$ cat src/rtl/accel_conditioner.sv
// Accelerometer front end: zero-g offset calibration, windowed averaging with deadband,
// window period measurement, and a busy-gated single-cycle hand-off to the integrator.
module accel_conditioner #(
  parameter int unsigned CAL_SHIFT = 4,
  parameter int unsigned AVG_SHIFT = 2,
  parameter logic [15:0] DEADBAND  = 16'd8
) (
  input  logic               clk,
  input  logic               rst,
  input  logic        [15:0] raw,
  input  logic               raw_valid,
  input  logic               recal,
  input  logic               busy,
  output logic signed [15:0] a,
  output logic        [15:0] dt,
  output logic               enable,
  output logic               calibrated,
  output logic signed [15:0] offset,
  output logic               overrun
);

  localparam int unsigned DW = 16;
  localparam int unsigned CW = DW + CAL_SHIFT;
  localparam int unsigned AW = DW + AVG_SHIFT;
  localparam logic [CAL_SHIFT-1:0] CAL_LAST = '1;
  localparam logic [AVG_SHIFT-1:0] AVG_LAST = '1;
  localparam logic signed [16:0] DB_POS = 17'({1'b0, DEADBAND});
  localparam logic signed [16:0] DB_NEG = -DB_POS;

  typedef enum logic {CAL, RUN} state_t;

  state_t state, next_state;

  logic signed [CW-1:0]    cal_acc, cal_sum;
  logic [CAL_SHIFT-1:0]    cal_cnt;
  logic signed [AW-1:0]    win_acc, win_sum;
  logic [AVG_SHIFT-1:0]    win_cnt;
  logic [15:0]             period;
  logic                    pending;
  logic signed [15:0]      pend_a;
  logic [15:0]             pend_dt;

  logic signed [16:0]      diff_wide;
  logic signed [15:0]      diff_sat;
  logic signed [15:0]      avg_raw;
  logic signed [16:0]      avg_ext;
  logic signed [15:0]      avg_db;
  logic                    cal_done, win_done, issue;

  // State register
  always_ff @(posedge clk or negedge rst) begin
    if (!rst) state <= CAL;
    else      state <= next_state;
  end

  // Next state and per-cycle event decode
  always_comb begin
    next_state = state;
    cal_done   = 1'b0;
    win_done   = 1'b0;
    issue      = 1'b0;
    if (!recal) begin
      if (raw_valid && state == CAL && cal_cnt == CAL_LAST) cal_done = 1'b1;
      if (raw_valid && state == RUN && win_cnt == AVG_LAST) win_done = 1'b1;
      if (state == RUN && pending && !busy && !enable)       issue    = 1'b1;
    end
    if (recal)         next_state = CAL;
    else if (cal_done) next_state = RUN;
  end

  // Offset removal with saturation, window average and deadband
  always_comb begin
    cal_sum   = cal_acc + {{CAL_SHIFT{raw[15]}}, raw};
    diff_wide = {raw[15], raw} - {offset[15], offset};
    if (diff_wide[16] != diff_wide[15])
      diff_sat = diff_wide[16] ? 16'sh8000 : 16'sh7FFF;
    else
      diff_sat = diff_wide[15:0];
    win_sum = win_acc + {{AVG_SHIFT{diff_sat[15]}}, diff_sat};
    avg_raw = win_sum[AW-1:AVG_SHIFT];
    avg_ext = {avg_raw[15], avg_raw};
    avg_db  = avg_raw;
    if (avg_ext > DB_NEG && avg_ext < DB_POS) avg_db = 16'sd0;
  end

  always_ff @(posedge clk or negedge rst) begin
    if (!rst) begin
      a          <= '0;
      dt         <= '0;
      enable     <= 1'b0;
      calibrated <= 1'b0;
      offset     <= '0;
      overrun    <= 1'b0;
      cal_acc    <= '0;
      cal_cnt    <= '0;
      win_acc    <= '0;
      win_cnt    <= '0;
      period     <= '0;
      pending    <= 1'b0;
      pend_a     <= '0;
      pend_dt    <= '0;
    end else if (recal) begin
      // offset, a and dt keep their last values across recalibration
      enable     <= 1'b0;
      calibrated <= 1'b0;
      overrun    <= 1'b0;
      cal_acc    <= '0;
      cal_cnt    <= '0;
      win_acc    <= '0;
      win_cnt    <= '0;
      period     <= '0;
      pending    <= 1'b0;
    end else begin
      enable <= issue;
      if (issue) begin
        a       <= pend_a;
        dt      <= pend_dt;
        pending <= 1'b0;
      end
      if (state == CAL) begin
        if (raw_valid) begin
          cal_acc <= cal_sum;
          cal_cnt <= cal_cnt + CAL_SHIFT'(1);
        end
        if (cal_done) begin
          offset     <= cal_sum[CW-1:CAL_SHIFT];
          calibrated <= 1'b1;
          cal_acc    <= '0;
          win_acc    <= '0;
          win_cnt    <= '0;
          period     <= 16'd1;
        end
      end else begin
        if (win_done)               period <= 16'd1;
        else if (period != 16'hFFFF) period <= period + 16'd1;
        if (raw_valid) begin
          win_acc <= win_sum;
          win_cnt <= win_cnt + AVG_SHIFT'(1);
        end
        // A new result overwrites an unissued one unless it leaves this same edge
        if (win_done) begin
          pend_a  <= avg_db;
          pend_dt <= period;
          pending <= 1'b1;
          win_acc <= '0;
          if (pending && !issue) overrun <= 1'b1;
        end
      end
    end
  end

endmodule
$ cat config.mk
export PLATFORM = sky130hd
export DESIGN_NAME = accel_conditioner
export DESIGN_NICKNAME = d
export VERILOG_FILES = /design/src/rtl/accel_conditioner.sv
export SDC_FILE = /design/constraint.sdc
export NUM_CORES = 1
export LEC_CHECK = 0
export ABC_CLOCK_PERIOD_IN_PS = 8900
export CAP_MARGIN = 20
export CORE_UTILIZATION = 45
export DETAILED_ROUTE_END_ITERATION = 6
export SYNTH_ARGS = -nofsm -noshare
export SYNTH_HDL_FRONTEND = slang
export SYNTH_SLANG_ARGS = --single-unit
$ cat constraint.sdc
create_clock -name clk -period 8.9 [get_ports clk]
set_input_delay 2.67 -clock clk [delete_from_list [all_inputs] [get_ports clk]]
set_output_delay 2.67 -clock clk [all_outputs]
set_load 0.005 [all_outputs]
# --- Word level (Yosys, flattened, before mapping) ---
# Cells that the tools add are included.
classes:
  n_addsub: 6
  mux: 43
  n_bitwise: 2
  n_reduce_logical: 29
  n_lt_le_gt_ge: 2
  eq_ne: 8
op_table:
  columns: ["cell", "n"]
  rows:
  - ["2-to-1 mux 16 bit", 8]
  - ["2-to-1 mux 18 bit", 5]
  - ["2-to-1 mux 20 bit", 4]
  - ["adder 20 bit", 1]
  - ["2-to-1 mux 1 bit", 19]
  - ["adder 18 bit", 1]
  - ["subtractor 16 x 16 -> 17 bit", 1]
  - ["adder 16 x 1 -> 16 bit (second input constant)", 1]
  - ["> comparator 16 x 4 -> 1 bit (second input constant)", 1]
  - ["less-than comparator 16 x 5 -> 1 bit (second input constant)", 1]
  - ["inequality test 16 bit (second input constant)", 1]
  - ["AND reduction 2 bit", 7]
  - ["2-to-1 mux 4 bit", 3]
  - ["nonzero test 2 bit", 5]
  - ["logical AND 1 bit", 9]
  - ["AND reduction 3 bit", 3]
  - ["2-to-1 mux 2 bit", 4]
  - ["nonzero test 3 bit", 2]
  - ["adder 4 x 1 -> 4 bit (second input constant)", 1]
  - ["== test 4 bit (second input constant)", 1]
  - ["inequality test 4 x 2 -> 1 bit (second input constant)", 1]
  - ["inequality test 4 x 3 -> 1 bit (second input constant)", 1]
  - ["logical NOT 1 bit", 3]
  - ["inequality test 3 bit (second input constant)", 1]
  - ["other kinds (5)", 6]
totals:
  input_bits: 21
  register_bits: 145
  output_inout_bits: 51
  elab_cells: 105

# --- Depth between registers and ports, before layout ---
# Gate-level depths: netlist of run 1.
depth:
  word_depth: 11
  mapped_depth: 26

# --- Worst setup path after synthesis of run 1 ---
# Ideal clock, no wire load.
synth_timing:
  kind: "input to register"
  from: "input port raw[0]"
  to: "register pend_a[10]"
  n_path_buf: 2
  setup_ps: 138
  required_ps: 8762
  slack_ps: 956
  path_stages: 25
  arrival_time_ps: 7805
  cell_sequence: "inv_1 ha_1 inv_1 fa_1 a21o_1 a21o_1 a2111oi_4 o31ai_1 a2111oi_2 o21ai_0 o21ai_0 ha_1 o211ai_2 buf_2 o21ai_0 ha_1 nor2b_1 o31a_4 o2111ai_2 a211oi_2 or2_1 nor4_2 nor4b_4 buf_4 o31ai_1"
synth_between:
  elab_chain_len: 7
  word_cells_on_any_way: 9
  classes_between: "2 x add/sub; 2 x order compare; 1 x eq/ne; 3 x mux; 1 x reduce/logical"
synth_rtl:
  columns: ["element", "line", "source"]
  rows:
  - ["start: declaration", "10", "input logic [15:0] raw,"]
  - ["subtractor 16 x 16 -> 17 bit (*)", "74", "diff_wide = {raw[15], raw} - {offset[15], offset};"]
  - ["2-to-1 mux 16 bit / inequality test 1 bit (equally long branches)", "76, 75", null]
  - ["2-to-1 mux 16 bit (*)", "75", "if (diff_wide[16] != diff_wide[15])"]
  - ["adder 18 bit (*)", "79", "win_sum = win_acc + {{AVG_SHIFT{diff_sat[15]}}, diff_sat};"]
  - ["> comparator 16 x 4 -> 1 bit / less-than comparator 16 x 5 -> 1 bit (equally long branches)", "83", "if (avg_ext > DB_NEG && avg_ext < DB_POS) avg_db = 16'sd0;"]
  - ["logical AND 1 bit", "83", null]
  - ["2-to-1 mux 16 bit (*)", "83", null]
  - ["end signal: assignment", "142", "pend_a <= avg_db;"]
  - ["end: declaration", "40", "logic signed [15:0] pend_a;"]
# Mark *: on every way between the ends. The rest lies on a longest branch, timed or not.
# A chain may end at the register's enable or synchronous reset.

# --- Final worst setup path of run 1 ---
layout_timing:
  from: "input port raw[0]"
  to: "register pend_a[3]"
# Same word-level chain as after synthesis.

==> run_results.csv, run 1 <==
group,metric,value,unit
run_status,status,"finished, final reports clean",
timing,finalSetupTns,0,ns
placed_design,dp_hpwl,14500,µm
clock_tree,clockBufferDepth,2,
power,power_leakage,0.00487,µW
yosys,syn-instance-count,952,
cells_and_area,final_layout_size_suffix_gt1_share,8.72,%
timing,slew_headroom,35.3,%
yosys,seq_area_frac_synth,42.1,%
yosys,async_flop_share,100,%
cells_and_area,fin_nets,1112,
floorplan,fp.dieW,140,µm
yosys,synthTopCellsByCount,"nand2_1 (216), dfrtp_1 (145), o21ai_0 (65)",
grt,antenna_found_initial,0,
setup_path,path_class,"input port to flip-flop",
setup_path,worstPathArrival,8.62,ns
clock_tree,numCtsBuffers,17,
setup_path,cp-end-kind,"flip-flop",
placed_design,place_congestion,0.875,
clock_tree,htreeDepth,4,
yosys,synth-main-ff-cell,"dfrtp_1",
cells_and_area,fillers,1799,
yosys,syn-cell-area,0.00862,mm²
route,drt_pass1_iterations,4,
yosys,synth-edff-count,0,
yosys,yosysUniqueCellTypes,77,
yosys,ys_top_cells_by_area,"dfrtp_1 (42%), nand2_1 (9.4%), ha_1 (8.3%)",
setup_path,crit_path_start_kind,"input port",
route,vias_per_cell,5.45,
cells_and_area,final_util,54.6,%
clock_tree,cts_sinks,145,
grt,globalRouteTotalUtil,21.8,%
clock_tree,tritoncts,"done",
clock_tree,hold_buffers,0,
placed_design,dp_cells,1246,
timing,hold_viol,0,
timing,tightestPinTransition,0.969,ns
grt,first_global_vias,6846,
timing,grt_setup_unrepaired,"false",
run,maxCapViolations,0,
route,wl,19900,µm
grt,grt-ovfl-total,0,
min_path,hold_path.class,"flip-flop to flip-flop",
power,power.density,168,mW/mm²
placed_design,place_area,0.00967,mm²
yosys,synth.top_cell.area_share,42.1,%
floorplan,io_pins,72,
route,antenna_left,0,
yosys,synthesis.nets,1033,
route,drc,0,
floorplan,std_cell_rows,50,
cells_and_area,antenna_cells,0,
timing,clock.fmax,0.120,GHz
timing,fin_crit,8.33,ns
timing,min_period_over_period,93.6,%
clock_tree,cts_root_buffer,"clkbuf_16",
power,ir_worst_vdd,0.000133,V
timing,maxSlewViolCount,0,
cells_and_area,areaGrowthSynthToFinish,18.8,%
yosys,yosys_warnings,0,
timing,clock_skew,0.0117,ns
grt,grt_pass1_wl,34200,µm
setup_path,cp_max_fo,12,
timing,setup_viol,0,
route,wl_per_cell,15.6,µm
yosys,synth_area_leader_cell,"dfrtp_1",
cells_and_area,final_cells,1278,
yosys,syn_avg_cell_area,9.06,µm²
route,drtIter0Drc,402,
floorplan,start_util,46.0,%
setup_path,critPathRequiredTime,9.19,ns
cells_and_area,final_area,0.0102,mm²
floorplan,fp.dieH,140,µm
placed_design,portBuffers,71,
grt,grt_max_degree,81,
clock_tree,clkLatencyLatePin,0.42,ns
route,vias,6967,
floorplan,dieArea,0.0197,mm²
clock_tree,clk_transition_reported_paths,0.07,ns
yosys,ys_seq_elements,145,
yosys,synth_most_common_cell,"nand2_1",
floorplan,core-area,0.0188,mm²
[critical path: stages]
cell	delay, ns
clkdlybuf4s50_1	0.44
inv_1	0.07
ha_1	0.16
inv_1	0.05
fa_1	0.40
a21o_1	0.17
a21o_1	0.22
a2111oi_4	0.39
o31ai_1	0.18
a2111oi_2	0.31
o21ai_0	0.19
o21ai_1	0.20
ha_1	0.31
or3b_2	0.47
nand2_1	0.10
ha_1	0.29
nand3_1	0.13
o2111ai_1	0.17
a2111oi_2	0.37
o21ai_0	0.16
a211oi_1	0.29
nand4_1	0.24
nor4b_4	0.29
buf_4	0.22
o31ai_1	0.08
[cells by family (layout without fill, tap and decap cells)]
family / after synthesis / count (layout) / synth area share (%)
buffers and inverters: 65 / 157 / 2.90
muxes: 11 / 11 / 1.39
and+or+nand+nor: 388 / 388 / 20.5
adders and majority gates: 60 / 60 / 8.97
xor gates and xnor gates: 47 / 47 / 4.93
DFF: 145 / 145 / 42.1
AOI/OAI and AO/OA: 236 / 236 / 19.2
[worst paths after layout]
path | cells after the start | endpoint | slack (ns) | startpoint
worst max-delay path | 25 | pend_a[3] | 0.57 | raw[0]
worst max register to register | 23 | pend_a[3] | 2.91 | offset[0]
worst min register to register | 2 | dt[11] | 0.47 | pend_dt[11]
worst min-delay path | 2 | dt[11] | 0.47 | pend_dt[11]
max in group asynchronous | 2 | offset[14] | 5.26 | rst
min in group asynchronous | 1 | dt[8] | 2.26 | rst
[through the flow]
| stage | hold slack, ns | total power, µW | setup slack (ns) |
|---|---|---|---|
| floorplan | 0.439 | 937 | 0.956 |
| global placement | 0.448 | 1040 | 0.0239 |
| detailed placement | 0.451 | 1040 | -0.107 |
| CTS | 0.466 | 1740 | 0.333 |
| global route | 0.489 | 1810 | 0.0297 |
| finish | 0.466 | 1720 | 0.567 |
[repair_timing]
item,in CTS,in global routing
buffers inserted,0,0
setup endpoints to repair,0,12
resized for setup,0,2
[placed cells by master (no fill, tap or decap), types with 26 or more instances in the layout]
cell type	n
nand2_1	216
dfrtp_1	145
clkdlybuf4s50_1	70
o21ai_0	64
nor2_1	58
ha_1	57
a21oi_1	34
inv_1	33
xnor2_1	26
nand3_1	26
[layer usage]
| layer | share of wire (%) | up-vias | global-route usage (%) |
|---|---|---|---|
| li1 | - | 3529 | - |
| met1 | 50 | 3288 | 30.1 |
| met2 | 46 | 126 | 34.5 |
| met3 | 2.9 | 24 | 3.45 |
| met4 | 1.4 | 0 | 8.04 |
| met5 | 0 | - | 0 |
[registers in the layout (all words and copies together) (netlist names)]
signal	count
offset	16
dt	16
enable	1
overrun	1
state	1
win_cnt	2
pend_a	16
win_acc	18
pend_dt	16
cal_cnt	4
pending	1
a	16
period	16
cal_acc	20
calibrated	1
[power breakdown]
group / internal (µW) / total [µW] / leakage (µW) / switching (µW)
clock: 369 / 689 / 0.000271 / 319
sequential: 674 / 685 / 0.00197 / 10.7
combinational: 144 / 344 / 0.00262 / 200
total: 1190 / 1720 / 0.00487 / 530
[layout make-up]
cell class | instances | area (µm²) | share of cell area, %
multi-input cells | 742 | 4760 | 46.5
clock buffers | 17 | 425 | 4.15
well taps | 234 | 293 | 2.86
flip-flops and latches | 145 | 3630 | 35.4
repair buffers | 92 | 870 | 8.49
clock inverters | 15 | 144 | 1.40
inverters | 33 | 124 | 1.21
No activity file was read; power rests on OpenSTA's default activity.
==> run 2, diff against run 1 <==
--- a/config.mk
+++ b/config.mk
@@ -9,6 +9,7 @@
 export CAP_MARGIN = 20
 export CORE_UTILIZATION = 45
 export DETAILED_ROUTE_END_ITERATION = 6
+export SLEW_MARGIN = 20
 export SYNTH_ARGS = -nofsm -noshare
 export SYNTH_HDL_FRONTEND = slang
 export SYNTH_SLANG_ARGS = --single-unit
==> results of run 2 <==
No change in the layout: final DEF, timing and power equal those of run 1.
==> run 3, diff against run 2 <==
--- a/config.mk
+++ b/config.mk
@@ -5,7 +5,7 @@
 export SDC_FILE = /design/constraint.sdc
 export NUM_CORES = 1
 export LEC_CHECK = 0
-export ABC_CLOCK_PERIOD_IN_PS = 8900
+export ABC_CLOCK_PERIOD_IN_PS = 9710
 export CAP_MARGIN = 20
 export CORE_UTILIZATION = 45
 export DETAILED_ROUTE_END_ITERATION = 6
==> constraint.sdc (replaced) <==
create_clock -name clk -period 9.71 [get_ports clk]
set_input_delay 2.913 -clock clk [delete_from_list [all_inputs] [get_ports clk]]
set_output_delay 2.913 -clock clk [all_outputs]
set_load 0.005 [all_outputs]
==> run_results.csv, run 3 (synthesized netlist as in run 1, its figures left out) <==
group,metric,value,unit
run_status,status,"finished, final reports clean",
floorplan,start_util,46.0,%
min_path,worstHoldStart,"pend_a[6]",
timing,maxSlewViolCount,0,
cells_and_area,largest_reg_flops,20,
timing,hold_viol,0,
placed_design,dp_cells,1238,
power,power.total,1580,µW
cells_and_area,final_cell_mix,"nand2_1 (216), dfrtp_1 (145), clkdlybuf4s50_1 (70), o21ai_0 (65), nor2_1 (58)",
clock_tree,hold_buffers,0,
route,antenna_left,0,
timing,min_period_over_period,92.1,%
grt,antenna_found_initial,0,
setup_path,timing.rr.start,"offset[0]",
setup_path,critPathRequiredTime,9.99,ns
power,combPwrFrac,19.7,%
route,drc,0,
placed_design,place_congestion,0.925,
setup_path,critical_path_buf_inv_count,3,
cells_and_area,final_layout_size_suffix_gt1_share,8.00,%
setup_path,path_class,"input port to flip-flop",
setup_path,r2r_slack,3.34,ns
power,p_sw,474,µW
route,top_layer,"met4",
setup_path,cp_max_fo,16,
power,ir_worst_vdd,0.0000998,V
power,power_switching_share,30.0,%
setup_path,worstPathArrival,9.22,ns
min_path,holdPathEnd,"a[6]",
route,wl_met3,663,µm
setup_path,crit_path_start_kind,"input port",
setup_path,rr_endpoint,"pend_a[2]",
cells_and_area,final_cells,1271,
power,power_leakage,0.00484,µW
clock_tree,clockBufferDepth,2,
setup_path,cp-end-kind,"flip-flop",
setup_path,reg2reg_depth,22,
cells_and_area,regMostFlops,"cal_acc",
placed_design,dp_hpwl,14300,µm
power,power.internal,1110,µW
timing,grt_setup_unrepaired,"false",
cells_and_area,final_common_cell,"nand2_1",
route,drt_pass1_iterations,5,
timing,tightestPinTransition,0.964,ns
floorplan,fp.dieW,140,µm
floorplan,fp.dieH,140,µm
setup_path,cp_slowest_cell,"nor3_2",
route,drtIter0Drc,419,
grt,grt-ovfl-total,0,
cells_and_area,reg_top3,"cal_acc x20, win_acc x18",
power,power.density,155,mW/mm²
timing,clock_skew,0.0151,ns
min_path,hold_path.class,"flip-flop to flip-flop",
clock_tree,clk_transition_reported_paths,0.06,ns
setup_path,cp_cell_sequence,"clkdlybuf4s50_1 -> inv_1 -> ha_1 -> inv_1 -> fa_1 -> a21o_1 -> a21o_1 -> a2111oi_4 -> o31ai_1 -> a2111oi_2 -> o21ai_0 -> o21ai_0 -> ha_1 -> o211ai_2 -> o21ai_0 -> ha_1 -> a211o_1 -> a211oi_2 -> o21bai_1 -> a31o_2 -> and3_1 -> nor3_2 -> and4bb_2 -> o221ai_1",
cells_and_area,antenna_cells,0,
grt,first_global_vias,6755,
grt,grt_max_degree,76,
timing,slew_headroom,35.6,%
route,dr_wl_met2,8710,µm
clock_tree,cts_root_buffer,"clkbuf_16",
power,power_frac_clock,40.6,%
route,wl_per_cell,15.4,µm
route,vias,6983,
timing,setup_viol,0,
cells_and_area,register_area,0.00363,mm²
floorplan,core-area,0.0188,mm²
cells_and_area,fillers,1766,
clock_tree,tritoncts,"done",
clock_tree,cts_sinks,145,
timing,finalSetupTns,0,ns
route,wl_met1,9920,µm
cells_and_area,fin_nets,1105,
timing,fin_crit,8.94,ns
min_path,hold_depth,2,
floorplan,std_cell_rows,50,
route,wl,19600,µm
clock_tree,htreeDepth,4,
grt,grt_pass1_wl,33600,µm
power,seqPwrFrac,39.7,%
floorplan,io_pins,72,
cells_and_area,multi_input_area,0.00476,mm²
placed_design,portBuffers,71,
floorplan,dieArea,0.0197,mm²
clock_tree,numCtsBuffers,17,
cells_and_area,areaGrowthSynthToFinish,18.3,%
route,vias_per_cell,5.49,
timing,clock.fmax,0.112,GHz
clock_tree,clkLatencyLatePin,0.43,ns
setup_path,slowest_delay,0.45,ns
setup_path,cp_top_family,"compound AO/OA/AOI/OAI gates",
grt,globalRouteTotalUtil,21.3,%
run,maxCapViolations,0,
[run 3: power by group through the flow]
stage	logic, µW	registers (µW)	clock network [µW]
3_5_place_dp	310	639	0
3_3_place_gp	309	639	0
4_1_cts	311	628	661
5_1_grt	347	630	686
6_report	311	628	641
2_1_floorplan	223	636	0
[run 3: layer usage]
layer  up-vias  global-route usage, %
met1      3294                   29.9
li1       3520                      -
met4         0                   7.52
met3        19                   3.35
met5         -                      0
met2       150                   33.4
[run 3: cell type report]
type / count / area share, %
Multi-Input combinational cell: 742 / 46.7
Sequential cell: 145 / 35.6
Timing Repair Buffer: 85 / 8.01
Clock buffer: 17 / 4.17
Tap cell: 234 / 2.87
Clock inverter: 15 / 1.46
Inverter: 33 / 1.21
[run 3: worst max-delay path by stage]
| stage | endpoint | from | cells past startpoint | slack [ns] |
|---|---|---|---|---|
| 3_3_place_gp | pend_a[5] | raw[0] | 24 | 0.24 |
| 2_1_floorplan | pend_a[10] | raw[0] | 25 | 1.52 |
| 5_1_grt | pend_a[10] | raw[0] | 27 | 0.1 |
| 4_1_cts | pend_a[5] | raw[0] | 26 | 0.53 |
| 6_report | pend_a[2] | raw[0] | 24 | 0.77 |
| 3_5_place_dp | pend_a[12] | raw[0] | 26 | 0.11 |
[run 3: what timing repair did]
item                                    CTS  global route
buffers inserted                          0             1
endpoints found under the setup margin    0            12
gates resized for setup                   0             0
[run 3: worst min-delay path, delay by kind of cell (launching register included)]
family | cells | cell delay (ns)
and+or+nand+nor | 2 | 0.10
DFF | 1 | 0.34
[run 3: per-stage QoR]
stage	setup WS, ns	instance area, µm²	util [%]	hold WS (ns)
2_1_floorplan	1.52	8620	-	0.439
3_3_place_gp	0.238	9620	51.2	0.449
3_5_place_dp	0.115	9620	51.2	0.451
4_1_cts	0.532	10200	54.3	0.465
5_1_grt	0.0977	10200	54.3	0.490
6_report	0.769	10200	54.3	0.463
